`src/rtl/NVM_pkg.sv`:
```
// ---------------------------------------------------------------------------
// NVM_pkg
// Shared types and default sizing for the NVM garbage-collection sequencer.
//   block_t     : physical block index (BLK_W bits)
//   gc_state_t  : GC sequencer state encoding
//   NUM_BLK_DEF : default number of physical blocks
//   GC_THRESH_DEF : default free-block low watermark
//   ERASE_TMO_DEF : default erase watchdog length (only with
//                   GC_ERASE_TIMEOUT_EN defined)
// ---------------------------------------------------------------------------
package NVM_pkg;

    localparam int NUM_BLK_DEF   = 64;
    localparam int GC_THRESH_DEF = 4;
`ifdef GC_ERASE_TIMEOUT_EN
    localparam int ERASE_TMO_DEF = 1024;
`endif

    localparam int BLK_W = $clog2(NUM_BLK_DEF);

    typedef logic [BLK_W-1:0] block_t;

    typedef enum logic [3:0] {
        S_IDLE    = 4'd0,
        S_INIT    = 4'd1,
        S_REQ     = 4'd2,
        S_VICTIM  = 4'd3,
        S_MOVE    = 4'd4,
        S_PAUSE   = 4'd5,
        S_ERASE   = 4'd6,
        S_ERWAIT  = 4'd7,
        S_RECOVER = 4'd8,
        S_DONE    = 4'd9
    } gc_state_t;

endpackage

```
`src/rtl/free_blk_counter.sv`:
```
// ---------------------------------------------------------------------------
// free_blk_counter
// Up/down saturating count of free blocks with a low-watermark flag.
//   clk, rst    : clock, asynchronous active-high reset
//   clr_i       : synchronous clear (wins over inc/dec)
//   inc_i       : one block returned to the free FIFO
//   dec_i       : one block consumed by the writer
//   free_cnt_o  : current free-block count (0..NUM_BLK)
//   low_o       : free_cnt_o < GC_THRESH
// ---------------------------------------------------------------------------
module free_blk_counter #(
    parameter int NUM_BLK   = 64,
    parameter int GC_THRESH = 4
) (
    input  logic                         clk,
    input  logic                         rst,
    input  logic                         clr_i,
    input  logic                         inc_i,
    input  logic                         dec_i,
    output logic [$clog2(NUM_BLK+1)-1:0] free_cnt_o,
    output logic                         low_o
);

    localparam int CNT_W = $clog2(NUM_BLK+1);

    logic [CNT_W-1:0] cnt_q;
    logic [CNT_W-1:0] cnt_d;

    // Simultaneous inc and dec cancel out; decrement at zero and increment
    // at full are dropped rather than wrapping.
    always_comb begin
        cnt_d = cnt_q;
        if (clr_i) begin
            cnt_d = '0;
        end else if (inc_i && !dec_i) begin
            if (cnt_q != CNT_W'(NUM_BLK)) begin
                cnt_d = cnt_q + CNT_W'(1);
            end
        end else if (dec_i && !inc_i) begin
            if (cnt_q != '0) begin
                cnt_d = cnt_q - CNT_W'(1);
            end
        end
    end

    always_ff @(posedge clk or posedge rst) begin
        if (rst) begin
            cnt_q <= '0;
        end else begin
            cnt_q <= cnt_d;
        end
    end

    assign free_cnt_o = cnt_q;
    assign low_o      = (cnt_q < CNT_W'(GC_THRESH));

endmodule

```
`src/rtl/gc_sequencer.sv`:
```
// ---------------------------------------------------------------------------
// gc_sequencer
// Control FSM for NVM garbage collection: fills the free-block FIFO on
// init, tracks the free count, requests GC below the watermark, and once
// granted moves/erases/recovers one victim block.
// Optional feature macro: GC_ERASE_TIMEOUT_EN (erase watchdog, gc_error).
//
// Ports:
//   CLK, RST          : clock, asynchronous active-high reset
//   gc_ini            : init pulse (honoured only in IDLE, beats GC)
//   gc_start          : GC grant
//   active_request    : host write pending, pauses page moves
//   blk_alloc         : writer consumed one free block
//   invalid_flag/_blk : victim candidate from the remap table
//   move_done_flag    : victim has no valid pages left
//   erase_done        : flash erase complete
//   gc_request        : GC wanted (REQ state)
//   gc_interrupt      : page move paused by host
//   request_done      : 1-cycle end-of-GC pulse
//   erase_blk         : latched victim
//   move_flag         : remap table may move victim pages
//   erase_en          : 1-cycle erase command
//   recover_blk       : block pushed to the free FIFO
//   fifo_recover_en   : free FIFO push strobe
//   free_cnt          : free blocks available
//   init_busy         : INIT in progress
//   gc_error          : erase watchdog expired (GC_ERASE_TIMEOUT_EN only)
//
// All outputs are registered: each transition loads the outputs of the
// state being entered, so they line up with state_q.
// ---------------------------------------------------------------------------
module gc_sequencer
    import NVM_pkg::*;
#(
`ifdef GC_ERASE_TIMEOUT_EN
    parameter int ERASE_TMO = ERASE_TMO_DEF,
`endif
    parameter int NUM_BLK   = NUM_BLK_DEF,
    parameter int GC_THRESH = GC_THRESH_DEF
) (
    input  logic                         CLK,
    input  logic                         RST,
    input  logic                         gc_ini,
    input  logic                         gc_start,
    input  logic                         active_request,
    input  logic                         blk_alloc,
    input  logic                         invalid_flag,
    input  logic [$clog2(NUM_BLK)-1:0]   invalid_blk,
    input  logic                         move_done_flag,
    input  logic                         erase_done,
    output logic                         gc_request,
    output logic                         gc_interrupt,
    output logic                         request_done,
    output logic [$clog2(NUM_BLK)-1:0]   erase_blk,
    output logic                         move_flag,
    output logic                         erase_en,
    output logic [$clog2(NUM_BLK)-1:0]   recover_blk,
    output logic                         fifo_recover_en,
`ifdef GC_ERASE_TIMEOUT_EN
    output logic                         gc_error,
`endif
    output logic [$clog2(NUM_BLK+1)-1:0] free_cnt,
    output logic                         init_busy
);

    localparam int B_W   = $clog2(NUM_BLK);
    localparam int CNT_W = $clog2(NUM_BLK+1);
`ifdef GC_ERASE_TIMEOUT_EN
    localparam int TMO_W = $clog2(ERASE_TMO+1);
`endif

    gc_state_t        state_q;
    logic [CNT_W-1:0] index_q;
    logic             gc_request_q;
    logic             gc_interrupt_q;
    logic             request_done_q;
    logic [B_W-1:0]   erase_blk_q;
    logic             move_flag_q;
    logic             erase_en_q;
    logic [B_W-1:0]   recover_blk_q;
    logic             fifo_recover_en_q;
    logic             init_busy_q;
`ifdef GC_ERASE_TIMEOUT_EN
    logic [TMO_W-1:0] tmo_cnt_q;
    logic             gc_error_q;
`endif

    logic             init_start;
    logic             free_low;

    // The counter is cleared on the same edge that enters INIT, so the
    // first push of the init sweep counts from zero.
    assign init_start = (state_q == S_IDLE) && gc_ini;

    free_blk_counter #(
        .NUM_BLK   (NUM_BLK),
        .GC_THRESH (GC_THRESH)
    ) u_free_cnt (
        .clk        (CLK),
        .rst        (RST),
        .clr_i      (init_start),
        .inc_i      (fifo_recover_en_q),
        .dec_i      (blk_alloc),
        .free_cnt_o (free_cnt),
        .low_o      (free_low)
    );

    always_ff @(posedge CLK or posedge RST) begin
        if (RST) begin
            state_q           <= S_IDLE;
            index_q           <= '0;
            gc_request_q      <= 1'b0;
            gc_interrupt_q    <= 1'b0;
            request_done_q    <= 1'b0;
            erase_blk_q       <= '0;
            move_flag_q       <= 1'b0;
            erase_en_q        <= 1'b0;
            recover_blk_q     <= '0;
            fifo_recover_en_q <= 1'b0;
            init_busy_q       <= 1'b0;
`ifdef GC_ERASE_TIMEOUT_EN
            tmo_cnt_q         <= '0;
            gc_error_q        <= 1'b0;
`endif
        end else begin
            // Single-cycle strobes drop unless the case below re-asserts them.
            erase_en_q        <= 1'b0;
            request_done_q    <= 1'b0;
            fifo_recover_en_q <= 1'b0;
`ifdef GC_ERASE_TIMEOUT_EN
            gc_error_q        <= 1'b0;
`endif
            case (state_q)
                S_IDLE: begin
                    if (gc_ini) begin
                        state_q           <= S_INIT;
                        init_busy_q       <= 1'b1;
                        fifo_recover_en_q <= 1'b1;
                        recover_blk_q     <= '0;
                        index_q           <= CNT_W'(1);
                    end else if (free_low) begin
                        state_q      <= S_REQ;
                        gc_request_q <= 1'b1;
                    end
                end
                S_INIT: begin
                    if (index_q < CNT_W'(NUM_BLK)) begin
                        fifo_recover_en_q <= 1'b1;
                        recover_blk_q     <= index_q[B_W-1:0];
                        index_q           <= index_q + CNT_W'(1);
                    end else begin
                        state_q     <= S_IDLE;
                        init_busy_q <= 1'b0;
                    end
                end
                S_REQ: begin
                    if (gc_start) begin
                        state_q      <= S_VICTIM;
                        gc_request_q <= 1'b0;
                    end
                end
                S_VICTIM: begin
                    if (invalid_flag) begin
                        state_q     <= S_MOVE;
                        erase_blk_q <= invalid_blk;
                        move_flag_q <= 1'b1;
                    end
                end
                S_MOVE: begin
                    // Completion beats a host preemption in the same cycle.
                    if (move_done_flag) begin
                        state_q     <= S_ERASE;
                        move_flag_q <= 1'b0;
                        erase_en_q  <= 1'b1;
                    end else if (active_request) begin
                        state_q        <= S_PAUSE;
                        move_flag_q    <= 1'b0;
                        gc_interrupt_q <= 1'b1;
                    end
                end
                S_PAUSE: begin
                    if (move_done_flag) begin
                        state_q        <= S_ERASE;
                        gc_interrupt_q <= 1'b0;
                        erase_en_q     <= 1'b1;
                    end else if (!active_request) begin
                        state_q        <= S_MOVE;
                        gc_interrupt_q <= 1'b0;
                        move_flag_q    <= 1'b1;
                    end
                end
                S_ERASE: begin
                    state_q   <= S_ERWAIT;
`ifdef GC_ERASE_TIMEOUT_EN
                    tmo_cnt_q <= '0;
`endif
                end
                S_ERWAIT: begin
                    if (erase_done) begin
                        state_q           <= S_RECOVER;
                        fifo_recover_en_q <= 1'b1;
                        recover_blk_q     <= erase_blk_q;
`ifdef GC_ERASE_TIMEOUT_EN
                    end else if (tmo_cnt_q == TMO_W'(ERASE_TMO - 1)) begin
                        // Block is retired as bad: never returned to the FIFO.
                        state_q        <= S_IDLE;
                        gc_error_q     <= 1'b1;
                        request_done_q <= 1'b1;
                    end else begin
                        tmo_cnt_q <= tmo_cnt_q + TMO_W'(1);
`endif
                    end
                end
                S_RECOVER: begin
                    state_q        <= S_DONE;
                    request_done_q <= 1'b1;
                end
                S_DONE: begin
                    state_q <= S_IDLE;
                end
                default: begin
                    state_q <= S_IDLE;
                end
            endcase
        end
    end

    assign gc_request      = gc_request_q;
    assign gc_interrupt    = gc_interrupt_q;
    assign request_done    = request_done_q;
    assign erase_blk       = erase_blk_q;
    assign move_flag       = move_flag_q;
    assign erase_en        = erase_en_q;
    assign recover_blk     = recover_blk_q;
    assign fifo_recover_en = fifo_recover_en_q;
    assign init_busy       = init_busy_q;
`ifdef GC_ERASE_TIMEOUT_EN
    assign gc_error        = gc_error_q;
`endif

endmodule

```
`config.mk`:
```
export PLATFORM = sky130hd
export DESIGN_NAME = gc_sequencer
export DESIGN_NICKNAME = d
export VERILOG_FILES = /design/src/rtl/NVM_pkg.sv /design/src/rtl/free_blk_counter.sv /design/src/rtl/gc_sequencer.sv
export SDC_FILE = /design/constraint.sdc
export NUM_CORES = 1
export LEC_CHECK = 0
export BUFFER_PORTS_ARGS = -buffer_cell sky130_fd_sc_hd__buf_4
export CORE_UTILIZATION = 30
export CTS_CLUSTER_SIZE = 16
export DETAILED_ROUTE_END_ITERATION = 7
export PLACE_DENSITY = 0.46
export SETUP_SLACK_MARGIN = 0.3
export SLEW_MARGIN = 20
export SYNTH_ARGS = -nofsm -noshare
export SYNTH_HDL_FRONTEND = slang
export SYNTH_SLANG_ARGS = --single-unit
```
`constraint.sdc`:
```
create_clock -name CLK -period 3.8 [get_ports CLK]
set_input_delay 0.95 -clock CLK [delete_from_list [all_inputs] [get_ports CLK]]
set_output_delay 0.95 -clock CLK [all_outputs]
set_load 0.02 [all_outputs]
```
After elaboration in Yosys (flattened, before gate mapping)

Index checks and enable logic that the tools add are counted.

Reductions and logical operators: 24
Add/subtract/negate cells: 3
Equality and inequality tests: 25
Order comparisons: 2
Multiplexer cells: 48

Operators with widths:

| operator                                                   | count |
|---|---|
| two-way mux 7 bit                                          | 7 |
| two-way mux 4 bit                                          | 10 |
| one-hot mux 4 bit (9 select lines)                         | 1 |
| inequality test 2 bit, second input constant               | 12 |
| two-way mux 1 bit                                          | 20 |
| two-way mux 6 bit                                          | 3 |
| one-hot mux 6 bit (3 select lines)                         | 1 |
| equality test 4 x 3 -> 1 bit, second input constant        | 4 |
| adder 7 x 1 -> 7 bit, second input constant                | 2 |
| one-hot mux 7 bit (2 select lines)                         | 1 |
| inequality test 3 bit, second input constant               | 4 |
| AND reduction 4 bit                                        | 3 |
| nonzero test 3 bit                                         | 4 |
| AND reduction 3 bit                                        | 3 |
| equality test 4 x 2 -> 1 bit, second input constant        | 2 |
| less-than comparator 7 x 3 -> 1 bit, second input constant | 1 |
| less-than comparator 7 bit, second input constant          | 1 |
| inequality test 7 bit, second input constant               | 1 |
| AND reduction 7 bit                                        | 1 |
| nonzero test 7 bit                                         | 1 |
| subtractor 7 x 1 -> 7 bit, second input constant           | 1 |
| one-hot mux 1 bit (2 select lines)                         | 3 |
| one-hot mux 1 bit (3 select lines)                         | 2 |
| nonzero test 2 bit                                         | 3 |
| 8 further kinds                                            | 11 |

Register bits after elaboration: 37
Word-level logic and storage cells: 114

Logic depth before layout (Yosys ltp)

Gate-level depths: netlist of run 1.

Word-level depth: 5
Mapped depth: 9

Modules after synthesis

A second synthesis of run 1 with hierarchy kept.

Cell total of the unflattened synthesis: 222
Area, all modules: 2203.4 um2

Modules (own cells, without submodules):

| module           | instances | cells each | area an instance (um2) |
|---|---|---|---|
| gc_sequencer     | 1         | 158        | 1590.3 |
| free_blk_counter | 1         | 64         | 613.1 |

Worst setup path before layout of run 1

No wires, ideal clock.

Kind: input-to-reg
From: input blk_alloc
To: register u_free_cnt.cnt_q[6], in the netlist u_free_cnt.free_cnt_o[6]
Required time: 3.722 ns
Data arrival time: 2.678 ns
Stages on the path: 8
Slack: 1.044 ns
Path buffers: 1
Library setup time: 0.078 ns
Cells stage by stage: nand2b_1 > buf_2 > ha_1 > nor2b_1 > o31a_1 > mux2i_1 > or4_1 > a21oi_1

Word-level cells in the longest chain between the ends: 4

Ends and longest elaborated chain:

| item                                                                             | line                   | source |
|---|---|---|
| start: declaration                                                               | gc_sequencer.sv:46     | `input logic blk_alloc,` |
| zero test 1 bit                                                                  | free_blk_counter.sv:35 | `end else if (inc_i && !dec_i) begin` |
| logical AND 1 bit                                                                | free_blk_counter.sv:35 |  |
| inequality test 3 bit (no source line) (tied with other cells)                   | --                     |  |
| AND reduction 3 bit (no source line) / two-way mux 7 bit (equally long branches) | --                     |  |
| end signal: assignment                                                           | free_blk_counter.sv:50 | `cnt_q <= cnt_d;` |
| end: declaration                                                                 | free_blk_counter.sv:26 | `logic [CNT_W-1:0] cnt_q;` |

Several ways; a longest one is shown, not always the timed one.
A chain may end at the register's enable or synchronous reset.

Final worst setup path of run 1

Ends and elaborated chain as after synthesis.

==> results of run 1 <==
routing by layer:
layer	share of wire [%]	vias up	track usage, %
li1	-	895	-
met1	51	877	23.04
met2	44	40	22.58
met3	4.2	4	3.524
met4	0.87	0	4.091
met5	0	-	0
sequential cells by signal, summed over array words and instances, names as in the netlist:
signal	cells
request_done	1
recover_blk	6
fifo_recover_en	1
gc_interrupt	1
erase_blk	6
u_free_cnt.free_cnt_o	7
gc_request	1
index_q	7
init_busy	1
state_q	4
erase_en	1
move_flag	1
cell type report:
cell class	instances	share of cell area, %
Sequential cell	37	35.27
Tap cell	96	4.576
Timing Repair Buffer	42	12.01
Inverter	11	1.573
Clock buffer	6	3.146
Multi-Input combinational cell	168	42.90
Clock inverter	2	0.5243
cell families (layout without fill, tap and decap cells):
family / Yosys count / in the layout / share of synthesized area, %
xor+xnor: 6 / 6 / 2.458
compound gates: 61 / 61 / 19.43
mux: 13 / 13 / 6.554
fa+ha+maj: 7 / 7 / 4.447
flops: 37 / 37 / 43.30
buf+inv: 21 / 61 / 4.037
simple gates: 81 / 81 / 19.78
Yosys cell counts, drive strengths merged (6+ instances only):
| library cell | count | area share [%] |
|---|---|---|
| a21oi | 14 | 3.3 |
| a22oi | 7 | 2.5 |
| buf | 6 | 1.4 |
| dfrtp | 37 | 43 |
| ha | 6 | 3.5 |
| inv | 11 | 1.9 |
| mux2 | 8 | 4.2 |
| nand2 | 23 | 4.0 |
| nor2 | 22 | 3.9 |
| nor3 | 7 | 1.9 |
| o21ai | 16 | 3.7 |
| xnor2 | 6 | 2.5 |
power by group:
group / switching [mW] / internal, mW / leakage (nW)
Combinational: 0.689 / 0.571 / 0.661
Clock: 0.154 / 0.147 / 0.0512
Sequential: 0.221 / 0.544 / 0.464
Total: 1.06 / 1.26 / 1.18
worst max-delay path: stages:
cell,delay (ps)
sky130_fd_sc_hd__buf_4,120
sky130_fd_sc_hd__nand2b_1,340
sky130_fd_sc_hd__ha_1,430
sky130_fd_sc_hd__nor2b_1,160
sky130_fd_sc_hd__o31a_1,260
sky130_fd_sc_hd__mux2i_1,140
sky130_fd_sc_hd__or4_1,460
sky130_fd_sc_hd__a21oi_1,150
how the worst min path moves through the flow:
stage                      to  slack (ps)  cells past startpoint
6_report       recover_blk[1]         490                      2
5_1_grt        recover_blk[4]         520                      2
4_1_cts        recover_blk[1]         500                      2
3_5_place_dp   recover_blk[2]         470                      2
3_3_place_gp   recover_blk[0]         470                      2
2_1_floorplan      index_q[1]         510                      1
stage by stage:
step	util [%]	cells	cell area, um^2	hold slack (ps)	setup WS (ps)
final	38.42	362	2625	491.5	1010
after global routing	38.42	362	2625	522.3	861.4
after global placement	37.01	354	2529	474.2	729.1
after CTS	38.42	362	2625	496.5	1029
after floorplan	-	226	2138	513.4	1044
after detailed placement	37.01	354	2529	471.6	726.0
cells in the final DEF (no fill, tap or decap), types with 2 or more instances in the layout:
master,netlist,routed
sky130_fd_sc_hd__nand3_1,2,2
sky130_fd_sc_hd__mux2i_1,5,5
sky130_fd_sc_hd__buf_4,0,42
sky130_fd_sc_hd__a31oi_1,3,3
sky130_fd_sc_hd__o21ai_0,15,15
sky130_fd_sc_hd__nor4_1,2,2
sky130_fd_sc_hd__nand2_1,23,23
sky130_fd_sc_hd__or3_1,3,3
sky130_fd_sc_hd__nand2b_1,3,3
sky130_fd_sc_hd__inv_1,11,11
sky130_fd_sc_hd__nor3_1,6,6
sky130_fd_sc_hd__and3_1,5,5
sky130_fd_sc_hd__a22oi_1,7,7
sky130_fd_sc_hd__clkbuf_8,0,6
sky130_fd_sc_hd__dfrtp_1,37,37
sky130_fd_sc_hd__a21oi_1,14,14
sky130_fd_sc_hd__ha_1,6,6
sky130_fd_sc_hd__nor2b_1,5,5
sky130_fd_sc_hd__nor2_1,22,22
sky130_fd_sc_hd__mux2_2,8,8
sky130_fd_sc_hd__o31ai_1,3,3
sky130_fd_sc_hd__nand3b_1,2,2
sky130_fd_sc_hd__xnor2_1,6,6
==> run summary, run 1 <==
status -> complete, no violations
Hold Crit Class -> flop to flop
DRC violation total after the first TritonRoute iteration -> 74
FF+latch area -> 925.9 um^2
Mean Syn Cell Area -> 9.462 um^2
number of synthesized flops with an enable pin -> 0
# hold bufs at CTS -> 0
Die Y-Extent -> 86.43 um
Post-layout nets -> 287
number of distinct library cell variants in the gate-level netlist after synthesis -> 51
Worst Path Required -> 4020 ps
shortest clock period the worst path allows after layout -> 2790 ps
number of remaining DRC errors -> 0
clk_lat worst skew -> 290 ps
post-synthesis sequential area ratio -> 43.30%
achievable clock frequency -> 0.3585 GHz
syn_nets -> 248
data arrival time of the worst path -> 3010 ps
Sink Count -> 37
TritonCTS clock tree -> built
routed length per placed instance -> 14.65 um
start point of the worst min-delay path -> recover_blk[1]
CTS H-tree depth -> 2
combined area of the multi-input logic cells -> 1126 um^2
endpoint of the lowest-slack register-to-register path -> u_free_cnt.free_cnt_o[6]
number of inserted filler cells in the final layout -> 749
detailed-route via count -> 1816
first-pass GRT wire length -> 9004 um
starting density of the core -> 31.30%
leak pwr -> 1.176 nW
Clk Tree Root Cell -> sky130_fd_sc_hd__clkbuf_8
die outline area -> 7469 um^2
worst relative slew slack -> 59.75%
flop-to-flop setup slack -> 1380 ps
Worst Setup Start Kind -> input port
fraction of final layout cells sized beyond drive strength 1 -> 25.19%
final number of hold-violating endpoints -> 0
number of global-route vias before repair -> 1697
source of the worst register-to-register timing path -> fifo_recover_en
area of the core region -> 6832 um^2
PnR Total Power -> 2.325 mW
Synthesis Warnings -> 0
register clock-pin slew on the reported worst setup and hold paths -> 80 ps
Final Cycle Share -> 73.41%
overflow left after global routing -> 0
ANT nets after route -> 0
antenna cells -> 0
primary flip-flop cell chosen by synthesis mapping -> sky130_fd_sc_hd__dfrtp_1
fraction of registers with async set/reset -> 100.0%
unrepaired setup endpoints after global routing -> no
Fin Clk Skew -> 4.868 ps
worst-case vdd ir drop -> 0.3042 mV
HPWL Detailed -> 3717 um
final weighted congestion in routability-driven placement -> 0.7895
number of instances in the synthesized netlist -> 226
Num CTS Buffers -> 5
Top Ports -> 41
area growth from synthesis to layout -> 22.76%
maximum buffer depth of the clock tree -> 2
critical path endpoint category -> flop
pin count of the biggest net entering global routing -> 38
Gates resized, CTS repair -> 0
max-slew violations -> 0
Final setup viols -> 0
Cell Rows -> 30
max-cap viol count -> 0
depth of the worst register-to-register path -> 8
DRT Pass-1 Iters -> 4
post-CTS setup buffers -> 0
detailed-route wire length -> 5305 um
maximum fanout along the worst path -> 12
Cell Area, Synth -> 2138 um^2
synthesized flop and latch total -> 37
x dimension of the die -> 86.43 um
total power density per cell area -> 885.9 nW/um^2
type of the setup path with the least slack -> input port to flop
aggregate negative setup slack -> 0 ps
count of input and output buffers -> 40
start point of the critical path -> blk_alloc
antenna violations before repair -> 0
aggregate global-route resource usage -> 15.51%
Setup crit end -> u_free_cnt.free_cnt_o[6]
average via count per standard cell -> 5.017
worst-margin pin slew -> 594.4 ps
Power figures use the tool's default switching activity.
==> run 2, diff against run 1 <==
--- a/config.mk
+++ b/config.mk
@@ -9,7 +9,7 @@
 export CORE_UTILIZATION = 30
 export CTS_CLUSTER_SIZE = 16
 export DETAILED_ROUTE_END_ITERATION = 7
-export PLACE_DENSITY = 0.46
+export PLACE_DENSITY = 0.47
 export SETUP_SLACK_MARGIN = 0.3
 export SLEW_MARGIN = 20
 export SYNTH_ARGS = -nofsm -noshare
==> constraint.sdc (replaced) <==
create_clock -name CLK -period 2.35 [get_ports CLK]
set_input_delay 0.5875 -clock CLK [delete_from_list [all_inputs] [get_ports CLK]]
set_output_delay 0.5875 -clock CLK [all_outputs]
set_load 0.02 [all_outputs]
==> run summary, run 2 (same netlist as run 1, synthesis figures left out) <==
TritonCTS clock tree -> built
clk_lat worst skew -> 290 ps
Final setup viols -> 0
status -> complete, no violations
sum of buffers and inverters on the critical path -> 1
post-route non-filler standard cell count -> 381
final weighted congestion in routability-driven placement -> 0.8532
fraction of final layout cells sized beyond drive strength 1 -> 35.44%
ANT nets after route -> 0
routed length per placed instance -> 13.94 um
Cell Rows -> 30
unrepaired setup endpoints after global routing -> yes
area growth from synthesis to layout -> 35.69%
detailed-route wire length -> 5311 um
Final Cycle Share -> 89.24%
Post-layout nets -> 306
endpoint of the lowest-slack register-to-register path -> u_free_cnt.free_cnt_o[6]
x dimension of the die -> 86.43 um
HPWL Detailed -> 3791 um
start point of the critical path -> blk_alloc
data arrival time of the worst path -> 2320 ps
die outline area -> 7469 um^2
number of cells on the critical path -> 8
total power density per cell area -> 1460 nW/um^2
type of the setup path with the least slack -> input port to flop
Setup crit end -> u_free_cnt.free_cnt_o[6]
top cell family by delay on the critical path -> simple AND/OR/NAND/NOR gates
DRT Pass-1 Iters -> 4
detailed-route via count -> 1901
maximum cell stage delay along the critical path -> 490 ps
register clock-pin slew on the reported worst setup and hold paths -> 80 ps
# hold bufs at CTS -> 0
most common cell after layout, fill and taps aside -> sky130_fd_sc_hd__buf_4
max-slew violations -> 0
number of remaining DRC errors -> 0
Top Ports -> 41
final number of hold-violating endpoints -> 0
Core Util, Final -> 42.47%
Hold Crit Class -> input port to asynchronous set/reset pin
worst-case vdd ir drop -> 0.4915 mV
critical path endpoint category -> flop
Fin Clk Skew -> 10.17 ps
shortest clock period the worst path allows after layout -> 2097 ps
count of input and output buffers -> 40
max-cap viol count -> 0
highest-count cells in the layout ignoring fill and taps -> sky130_fd_sc_hd__buf_4 (60), sky130_fd_sc_hd__dfrtp_1 (35), sky130_fd_sc_hd__nand2_1 (23), sky130_fd_sc_hd__nor2_1 (21), sky130_fd_sc_hd__o21ai_0 (14)
Num CTS Buffers -> 5
Worst Setup Start Kind -> input port
antenna violations before repair -> 0
CTS H-tree depth -> 2
cell type of the slowest stage on the worst timing path -> sky130_fd_sc_hd__or4_1
average via count per standard cell -> 4.990
maximum buffer depth of the clock tree -> 2
antenna cells -> 0
overflow left after global routing -> 0
aggregate global-route resource usage -> 15.11%
Sink Count -> 37
worst-margin pin slew -> 541.1 ps
Final Hold Slack -> 399.1 ps
leak pwr -> 1.287 nW
source of the worst register-to-register timing path -> u_free_cnt.free_cnt_o[2]
worst relative slew slack -> 63.92%
maximum fanout along the worst path -> 5
cell chain of the critical path -> buf_4, nand2b_4, ha_4, nor2b_2, o31a_1, mux2i_1, or4_1, a21oi_2
DRC violation total after the first TritonRoute iteration -> 58
flop-to-flop setup slack -> 270 ps
pin count of the biggest net entering global routing -> 38
number of global-route vias before repair -> 1833
achievable clock frequency -> 0.4768 GHz
first-pass GRT wire length -> 8797 um
depth of the worst register-to-register path -> 7
starting density of the core -> 31.30%
Clk Tree Root Cell -> sky130_fd_sc_hd__clkbuf_8
Die Y-Extent -> 86.43 um
area of the core region -> 6832 um^2
placed cell count -> 370
Worst Path Required -> 2570 ps
[run 2: what timing repair did]
action / in CTS / in global routing
endpoints found under the setup margin: 3 / 8
hold endpoints to repair: 0 / 0
setup buffers: 3 / 0
gates resized for setup: 4 / 7
pin swaps: 2 / 3
[run 2: layer usage]
| layer | share of wire (%) | global-route usage (%) | vias up |
|---|---|---|---|
| met1 | 49 | 20.26 | 920 |
| li1 | - | - | 929 |
| met4 | 1.8 | 5.758 | 0 |
| met2 | 46 | 24.24 | 43 |
| met3 | 3.3 | 2.762 | 9 |
| met5 | 0 | 0 | - |
[run 2: through the flow]
step	power, mW	instance area (um^2)	setup TNS [ps]	setup WS, ps
3_5_place_dp	3.569	2718	-76.69	-52.33
2_1_floorplan	2.785	2217	0	71.13
3_3_place_gp	3.565	2718	-32.54	-32.54
4_1_cts	4.218	2865	0	279.4
6_report	4.237	2902	0	252.8
5_1_grt	4.599	2902	0	162.0
[run 2: report_power, final]
| part | internal (mW) | total (mW) | switching (mW) |
|---|---|---|---|
| Combinational | 1.22 | 2.52 | 1.30 |
| Sequential | 0.883 | 1.14 | 0.259 |
| Clock | 0.318 | 0.571 | 0.253 |
[run 2: worst min path at each step]
| stage | startpoint | to | slack, ps | cells after the start |
|---|---|---|---|---|
| detailed placement | recover_blk[2] | recover_blk[2] | 470 | 2 |
| CTS | RST | u_free_cnt.free_cnt_o[4] | 420 | 3 |
| global placement | recover_blk[5] | recover_blk[5] | 470 | 2 |
| global route | RST | erase_en | 460 | 3 |
| finish | RST | move_flag | 400 | 3 |
| floorplan | index_q[1] | index_q[1] | 510 | 1 |
[run 2: layout make-up]
type / instances / area, um^2
Sequential cell: 37 / 928.4
Clock buffer: 5 / 68.82
Multi-Input combinational cell: 168 / 1235
Fill cell: 704 / 3930
Timing Repair Buffer: 61 / 461.7
Inverter: 11 / 41.29
Clock inverter: 3 / 46.29
Tap cell: 96 / 120.1
[run 2: tightest hold or removal path: stages]
cell                    delay [ps]
sky130_fd_sc_hd__buf_4         100
sky130_fd_sc_hd__inv_1          40
sky130_fd_sc_hd__buf_4         400
==> run 3, diff against run 2 <==
--- a/config.mk
+++ b/config.mk
@@ -5,6 +5,7 @@
 export SDC_FILE = /design/constraint.sdc
 export NUM_CORES = 1
 export LEC_CHECK = 0
+export ABC_AREA = 1
 export BUFFER_PORTS_ARGS = -buffer_cell sky130_fd_sc_hd__buf_4
 export CORE_UTILIZATION = 30
 export CTS_CLUSTER_SIZE = 16
==> constraint.sdc (replaced) <==
create_clock -name CLK -period 2.35 [get_ports CLK]
set_input_delay 0.47 -clock CLK [delete_from_list [all_inputs] [get_ports CLK]]
set_output_delay 0.47 -clock CLK [all_outputs]
set_load 0.02 [all_outputs]
==> run summary, run 3 <==
Cell Rows -> 30
syn_nets -> 318
average via count per standard cell -> 4.482
total power density per cell area -> 1377 nW/um^2
DRC violation total after the first TritonRoute iteration -> 44
Num CTS Buffers -> 5
Mean Syn Cell Area -> 7.490 um^2
first-pass GRT wire length -> 8845 um
crit-path most repeated cell -> sky130_fd_sc_hd__nand2_1
fraction of final layout cells sized beyond drive strength 1 -> 20.06%
Hold Crit Class -> input port to asynchronous set/reset pin
status -> complete, no violations
CTS H-tree depth -> 2
multiplexer share of the synthesized area -> 1.016%
ANT nets after route -> 0
antenna violations before repair -> 0
start point of the critical path -> fifo_recover_en
Fin Clk Skew -> 9.784 ps
post-CTS setup buffers -> 0
adder-cell share of the synthesized area -> 4.289%
cell chain of the critical path -> nand2_1, ha_1, nand2_1, inv_1, nand2_1, nand2_1, xor2_1, nand2_1, o21ai_1
Post-layout nets -> 365
routed length per placed instance -> 11.79 um
dominant combinational cell family by area after synthesis -> simple AND/OR/NAND/NOR gates
die outline area -> 7738 um^2
maximum buffer depth of the clock tree -> 2
antenna cells -> 0
number of remaining DRC errors -> 0
final number of hold-violating endpoints -> 0
number of distinct library cell variants in the gate-level netlist after synthesis -> 30
Final setup viols -> 0
critical path endpoint category -> flop
source of the worst register-to-register timing path -> fifo_recover_en
type of the setup path with the least slack -> flop to flop
Worst Setup Start Kind -> flop
synthesized-area fraction occupied by ao, oa, aoi and oai cells -> 11.51%
HPWL Detailed -> 4002 um
max-cap viol count -> 0
Synth area leaders -> sky130_fd_sc_hd__dfrtp_1 (42%), sky130_fd_sc_hd__nand2_1 (14%), sky130_fd_sc_hd__inv_1 (9.0%)
count of input and output buffers -> 40
aggregate negative setup slack -> 0 ps
number of synthesized flops with an enable pin -> 0
shortest clock period the worst path allows after layout -> 1718 ps
fraction of registers with async set/reset -> 100.0%
number of instances in the synthesized netlist -> 296
Cell Area, Synth -> 2217 um^2
x dimension of the die -> 87.97 um
xor/xnor share of the synthesized area -> 1.975%
post-synthesis sequential area ratio -> 41.76%
Synthesis Warnings -> 0
clk_lat worst skew -> 300 ps
flop-to-flop setup slack -> 630 ps
Sink Count -> 37
area share of and/or/nand/nor cells after synthesis -> 29.18%
aggregate global-route resource usage -> 14.85%
achievable clock frequency -> 0.5820 GHz
detailed-route wire length -> 5187 um
number of global-route vias before repair -> 1856
share of Yosys cell area claimed by the top area cell type -> 41.76%
leading cell types by count after synthesis -> sky130_fd_sc_hd__nand2_1 (85), sky130_fd_sc_hd__inv_1 (53), sky130_fd_sc_hd__dfrtp_1 (37)
depth of the worst register-to-register path -> 9
cell type contributing the most total cell area after synthesis -> sky130_fd_sc_hd__dfrtp_1
post-placement worst setup slack -> 378.6 ps
starting density of the core -> 31.76%
Worst Path Required -> 2570 ps
most repeated cell in the gate-level netlist after synthesis -> sky130_fd_sc_hd__nand2_1
most common cell after layout, fill and taps aside -> sky130_fd_sc_hd__nand2_1
Final Cycle Share -> 73.12%
pin count of the biggest net entering global routing -> 38
area of the core region -> 6982 um^2
# hold bufs at CTS -> 0
TritonCTS clock tree -> built
DRT Pass-1 Iters -> 4
Die Y-Extent -> 87.97 um
worst relative slew slack -> 67.96%
Clk Tree Root Cell -> sky130_fd_sc_hd__clkbuf_8
worst-case vdd ir drop -> 0.4058 mV
maximum fanout along the worst path -> 8
max-slew violations -> 0
detailed-route via count -> 1972
area growth from synthesis to layout -> 22.97%
final weighted congestion in routability-driven placement -> 0.8614
highest-count cells in the layout ignoring fill and taps -> sky130_fd_sc_hd__nand2_1 (85), sky130_fd_sc_hd__inv_1 (53), sky130_fd_sc_hd__buf_4 (41), sky130_fd_sc_hd__dfrtp_1 (37), sky130_fd_sc_hd__nor2_1 (24)
Core Util, Final -> 39.05%
cell type of the slowest stage on the worst timing path -> sky130_fd_sc_hd__ha_1
worst-margin pin slew -> 478.8 ps
leak pwr -> 1.459 nW
data arrival time of the worst path -> 1940 ps
Top Ports -> 41
Gates resized, CTS repair -> 0
Setup crit end -> u_free_cnt.free_cnt_o[3]
overflow left after global routing -> 0
register clock-pin slew on the reported worst setup and hold paths -> 80 ps
post-route non-filler standard cell count -> 440
placed cell count -> 432
maximum cell stage delay along the critical path -> 410 ps
setup ws final -> 631.7 ps
primary flip-flop cell chosen by synthesis mapping -> sky130_fd_sc_hd__dfrtp_1
unrepaired setup endpoints after global routing -> no
endpoint of the lowest-slack register-to-register path -> u_free_cnt.free_cnt_o[3]
synthesized flop and latch total -> 37
run 3: changes by cell type in the layout (fill, tap and decap cells not counted), sizes merged, moves of 7 or more:
cell   delta
inv      +45
nor2      +7
a22oi     -7
nor3      -7
o21ai    +10
nand2    +66
nand3    +19
buf      -20
run 3: stage by stage:
step / power [mW] / hold WS (ps) / instance area, um^2
floorplan: 2.655 / 473.7 / 2217
global placement: 3.290 / 473.0 / 2630
detailed placement: 3.312 / 467.3 / 2630
CTS: 3.809 / 304.6 / 2726
global route: 4.130 / 356.0 / 2726
finish: 3.753 / 283.9 / 2726
run 3: power breakdown:
group | internal [mW] | leakage (nW) | switching [mW]
clock | 0.238 | 0.0512 | 0.246
combinational | 0.796 | 0.941 | 1.37
sequential | 0.876 | 0.467 | 0.225
total | 1.91 | 1.46 | 1.84
run 3: per-layer routing:
layer | up-vias | track usage [%] | routed length, um
li1 | 1030 | - | -
met1 | 906 | 22.00 | 2755
met2 | 32 | 21.63 | 2200
met3 | 4 | 3.487 | 187
met4 | 0 | 3.577 | 43
met5 | - | 0 | 0
run 3: how the worst min path moves through the flow:
stage / slack, ps / from / endpoint / cells past startpoint
2_1_floorplan: 470 / index_q[4] / index_q[4] / 2
3_3_place_gp: 470 / gc_request / gc_request / 2
3_5_place_dp: 470 / gc_request / gc_request / 2
4_1_cts: 300 / RST / recover_blk[3] / 3
5_1_grt: 360 / RST / index_q[2] / 3
6_report: 280 / RST / recover_blk[3] / 3
run 3: layout make-up:
cell class | instances | area, um^2
Tap cell | 96 | 120.1
Sequential cell | 37 | 925.9
Timing Repair Buffer | 41 | 307.8
Inverter | 56 | 212.7
Clock buffer | 6 | 82.58
Clock inverter | 2 | 13.76
Fill cell | 791 | 4255
Multi-Input combinational cell | 202 | 1064
run 3: critical path: cells and delay by family, from the launching register on:
kind,cells,cell delay (ps)
compound gates,1,110
xor+xnor,1,170
fa+ha+maj,1,410
buf+inv,1,70
flops,1,370
simple gates,5,500
run 3: cell families after synthesis:
group	after synthesis
muxes	2
xor gates and xnor gates	5
and+or+nand+nor	145
adders and majority gates	7
DFF	37
AOI/OAI and AO/OA	43
buffers and inverters	57
